==> config.mk <==
export PLATFORM = sky130hd
export DESIGN_NAME = password_lock
export DESIGN_NICKNAME = d
export VERILOG_FILES = /design/src/rtl/password_lock.sv
export SDC_FILE = /design/constraint.sdc
export NUM_CORES = 1
export LEC_CHECK = 0
export ABC_CLOCK_PERIOD_IN_PS = 2600
export CORE_UTILIZATION = 30
export CTS_BUF_LIST = sky130_fd_sc_hd__clkbuf_16
export DETAILED_ROUTE_END_ITERATION = 16
export PLACE_DENSITY = 0.54
export SYNTH_ARGS = -nofsm -noshare
export SYNTH_HDL_FRONTEND = slang
export SYNTH_SLANG_ARGS = --single-unit
==> constraint.sdc <==
create_clock -name CLK -period 2.6 [get_ports CLK]
set_clock_uncertainty 0.2 [all_clocks]
set_input_delay 0.65 -clock CLK [delete_from_list [all_inputs] [get_ports CLK]]
set_output_delay 0.65 -clock CLK [all_outputs]
set_load 0.01 [all_outputs]
==> src/rtl/password_lock.sv <==
// Four-digit BCD password controller with timed unlock, error and lockout holds.
// Seconds are taken from rising edges of the divider's slow square wave.
module password_lock #(
  parameter logic [15:0] PASSWORD  = 16'h1234,
  parameter int          MAX_TRIES = 3,
  parameter int          OPEN_SEC  = 5,
  parameter int          ERR_SEC   = 2,
  parameter int          LOCK_SEC  = 10
) (
  input  logic       CLK,
  input  logic       RST,
  input  logic       clk_div,
  input  logic [3:0] digit,
  input  logic       enter,
  input  logic       clear,
  output logic       unlocked,
  output logic       error,
  output logic       lockout,
  output logic [2:0] digits_entered,
  output logic [3:0] fails,
  output logic [7:0] timer
);

  typedef enum logic [2:0] {
    IDLE, ENTRY, CHECK, OPEN, ERROR, LOCKOUT
  } state_t;

  state_t      state, state_d;
  logic [15:0] code_q, code_d;
  logic [2:0]  cnt_d;
  logic [3:0]  fails_d;
  logic [7:0]  timer_d;

  logic [2:0] en_s, cl_s;
  logic       clk_div_q;
  logic       enter_p, clear_p, tick;

  always_ff @(posedge CLK or negedge RST) begin
    if (!RST) begin
      en_s      <= '0;
      cl_s      <= '0;
      clk_div_q <= 1'b0;
    end else begin
      en_s      <= {en_s[1:0], enter};
      cl_s      <= {cl_s[1:0], clear};
      clk_div_q <= clk_div;
    end
  end

  assign enter_p = en_s[1] & ~en_s[2];
  assign clear_p = cl_s[1] & ~cl_s[2];
  assign tick    = clk_div & ~clk_div_q;

  always_comb begin
    state_d = state;
    code_d  = code_q;
    cnt_d   = digits_entered;
    fails_d = fails;
    timer_d = timer;
    unique case (state)
      IDLE, ENTRY: begin
        if (clear_p) begin
          code_d  = '0;
          cnt_d   = '0;
          state_d = IDLE;
        end else if (enter_p && digit <= 4'd9) begin
          code_d  = {code_q[11:0], digit};
          cnt_d   = digits_entered + 3'd1;
          state_d = (digits_entered == 3'd3) ? CHECK : ENTRY;
        end
      end
      CHECK: begin
        code_d = '0;
        cnt_d  = '0;
        if (code_q == PASSWORD) begin
          state_d = OPEN;
          timer_d = 8'(OPEN_SEC);
          fails_d = '0;
        end else if ({1'b0, fails} + 5'd1 >= 5'(MAX_TRIES)) begin
          state_d = LOCKOUT;
          timer_d = 8'(LOCK_SEC);
          fails_d = 4'(MAX_TRIES);
        end else begin
          state_d = ERROR;
          timer_d = 8'(ERR_SEC);
          fails_d = fails + 4'd1;
        end
      end
      OPEN, ERROR, LOCKOUT: begin
        if (state == OPEN && clear_p) begin
          timer_d = '0;
          state_d = IDLE;
        end else if (tick) begin
          if (timer <= 8'd1) begin
            timer_d = '0;
            state_d = IDLE;
            if (state == LOCKOUT) fails_d = '0;
          end else begin
            timer_d = timer - 8'd1;
          end
        end
      end
      default: state_d = IDLE;
    endcase
  end

  always_ff @(posedge CLK or negedge RST) begin
    if (!RST) begin
      state          <= IDLE;
      code_q         <= '0;
      digits_entered <= '0;
      fails          <= '0;
      timer          <= '0;
      unlocked       <= 1'b0;
      error          <= 1'b0;
      lockout        <= 1'b0;
    end else begin
      state          <= state_d;
      code_q         <= code_d;
      digits_entered <= cnt_d;
      fails          <= fails_d;
      timer          <= timer_d;
      unlocked       <= (state_d == OPEN);
      error          <= (state_d == ERROR);
      lockout        <= (state_d == LOCKOUT);
    end
  end

endmodule

==> impl_results.md <==
* Finished Cell Area at 2511 sq um
* Mean Syn Cell Area at 11.34 sq um
* Post-route DRC at 0
* CTS Sinks at 44
* Vias in the first global route at 1,438
* Cell Chain, Critical Path: clkdlybuf4s50_1 -> or2b_2 -> a311oi_1 -> or2_1 -> nand2_1 -> o22ai_1
* CP max-delay cell: clkdlybuf4s50_1
* Leak Pwr at 1.117 nW
* CP endpoint kind: flip-flop
* Min-Delay Path Class: in -> async
* Vias at 1,432
* First drt pass iteration count at 4
* Hold_ws at 41.41 ps
* Worst VDD drop at 0.2702 mV
* Hold_buf cts at 0
* Crit path kind: in -> reg
* Largest net degree at the start of global routing at 20
* CP required at 2600 ps
* Outcome: completed
* Gp weighted congestion at 0.7614
* CTS tree: yes
* Post-DP Area at 2374 sq um
* Setup_tns at 0 ps
* Worst-Margin Slew at 768.1 ps
* Reg-to-reg setup timing slack at 290 ps
* Antenna Cells at 0
* Die area at 6982 sq um
* CTS buffer count at 5
* Synth cell types at 42
* Crit share post-route at 0.9166
* IO Port Bufs at 26
* Rel. slew slack at 0.4832
* Cell count after synthesis at 176
* I/O pin total at 27
* Nets@finish at 225
* Initial Util at 0.3125
* Final setup fails at 0
* Path depth of the worst reg2reg path at 6
* Antenna viol nets, final at 0
* Clock transition at the registers of the reported paths at 60 ps
* Share of post-route cells with drive strength above 1 at 0.1190
* Max_cap viols at 0
* Post-Synthesis Cell Area at 1996 sq um
* First-pass GRT wire length at 7086 um
* Clk Latency, worst-skew pair at 280 ps
* HPWL after detailed placement at 2822 um
* Die width at 83.56 um
* Pwr Total at 1.899 mW
* Row count at 29
* Core area at 6386 sq um
* Crit-path max FO at 7
* Register area share after synthesis at 0.5517
* Number of setup buffers added after CTS at 0
* CP bufs+invs at 1
* Final Max Slew Viols at 0
* Final WL at 3944 um
* Total gr overflow at 0
* WL/cell at 13.74 um
* Number of hold-slack violations in the final timing report at 0
* Initial DRC Count at 96
* Slowest cell delay on critical path at 470 ps
* Ys async rst share at 1.000
* DR vias/cell at 4.990
* Root buffer cell: clkbuf_16
* Crit start category: primary input
* H-tree Lvls at 2
* Die Y at 83.56 um
* RSZ-0062 raised after global routing: false
* Synth warn at 0
* Start of the worst register-to-register path: timer[0]$_DFFE_PN0P_
* Top post-synthesis cells by area: dfrtp_1 55%, a22o_1 8.8%, ha_1 3.8%, nand2_1 2.3%, a21oi_1 2.0%
* CTS resizes at 0
* FMAX at 0.4196 GHz
* Filler cells at 631
* Critical Path AT at 2380 ps
* CP top delay family: simple AND/OR/NAND/NOR gates
* Mapped Nets at 191
* Initial antenna violation count at 0
* Top FF cell, synth: dfrtp_1
* Power density over the cells at 756.1 nW/um^2
* Final min period at 2383 ps
* Seq cells post-synth at 44
* Number of enable flip-flop cells after synthesis at 0
* Synth area leader: dfrtp_1
* Buffer depth of the longest clock path at 2
* RR Endpoint: fails[1]$_DFFE_PN0P_
* Share of the synthesized area in the top cell type at 0.5517
* Area growth from synthesis to layout at 25.83%
* Global Route Usage Sum at 0.1272
[how the worst max path moves through the flow]
stage / from / endpoint / slack [ps] / cells after the start
after global routing: digit[1] / code_q[2]$_DFFE_PN0P_ / 100 / 5
after floorplan: timer[0]$_DFFE_PN0P_ / fails[0]$_DFFE_PN0P_ / 470 / 6
after CTS: clk_div / timer[5]$_DFFE_PN0P_ / 240 / 6
final: clk_div / timer[5]$_DFFE_PN0P_ / 220 / 6
after detailed placement: clk_div / timer[5]$_DFFE_PN0P_ / -50 / 7
after global placement: clk_div / timer[5]$_DFFE_PN0P_ / -20 / 6
[state kept, by name, indices dropped and copies added (netlist names), 3 cells and up]
register / flops
cl_s: 3
code_q: 16
digits_entered: 3
en_s: 3
fails: 4
state: 3
timer: 8
[cell type report]
cell class | count | area, sq um | share of cell area
Clock buffer | 5 | 125.1 | 0.04983
Tap cell | 77 | 96.34 | 0.03837
Sequential cell | 44 | 1101 | 0.4385
Timing Repair Buffer | 32 | 312.8 | 0.1246
Clock inverter | 2 | 12.51 | 0.004983
Multi-Input combinational cell | 118 | 829.5 | 0.3303
Inverter | 9 | 33.78 | 0.01345
[metrics by stage]
step / std cells / util / setup slack [ps]
2_1_floorplan: 176 / - / 465.2
3_3_place_gp: 280 / 0.3717 / -20.02
3_5_place_dp: 280 / 0.3717 / -48.31
4_1_cts: 287 / 0.3932 / 239.1
5_1_grt: 287 / 0.3932 / 95.99
6_report: 287 / 0.3932 / 216.9
[logic make-up after synthesis]
logic type	count (synthesis)	synth area share
DFF	44	0.5517
buffers and inverters	14	0.03260
and+or+nand+nor	56	0.1636
muxes	3	0.01630
adders and majority gates	6	0.03762
AOI/OAI and AO/OA	53	0.1981
[layout by cell type, fill, tap and decap left out, types with 3 or more instances in the layout]
master and n:
dfrtp_1 44, clkdlybuf4s50_1 25, a22o_1 20, nand2_1 12, inv_1 9, a21oi_1 8
o21ai_0 6, a31oi_1 6, ha_1 6, nor2_1 5, nand3_1 5, and2_1 5
clkbuf_16 5, buf_4 5, nor3_1 4, nand2b_1 3, nor2b_1 3, o22ai_1 3
[synthesized netlist by cell type (2+ instances only)]
cell type / n
and2_1: 5
o21ai_0: 6
nor2b_1: 3
o22ai_1: 3
a31oi_1: 6
nor4_1: 2
a22o_1: 20
nor3_1: 4
nand4_1: 2
dfrtp_1: 44
ha_1: 6
and2b_1: 2
nor4b_1: 2
nor2_1: 5
a21oi_1: 8
a32oi_1: 2
nand2_1: 12
inv_1: 9
mux2_2: 2
nand2b_1: 3
buf_2: 4
nand3_1: 5
or3_1: 2
[layer usage]
layer / part of all wire / track usage / vias to the layer above
met5: 0 / 0 / -
met2: 0.46 / 0.1951 / 23
met3: 0.030 / 0.02967 / 2
met4: 0.0079 / 0.04622 / 0
li1: - / - / 719
met1: 0.50 / 0.1752 / 688
[where the power goes]
part | total [mW] | leakage [nW] | switching [mW] | internal [mW]
logic | 0.441 | 0.477 | 0.217 | 0.225
clock network | 0.593 | 0.0657 | 0.244 | 0.348
registers | 0.865 | 0.574 | 0.0961 | 0.769
Note: power is estimated with default switching activity, not from simulation.
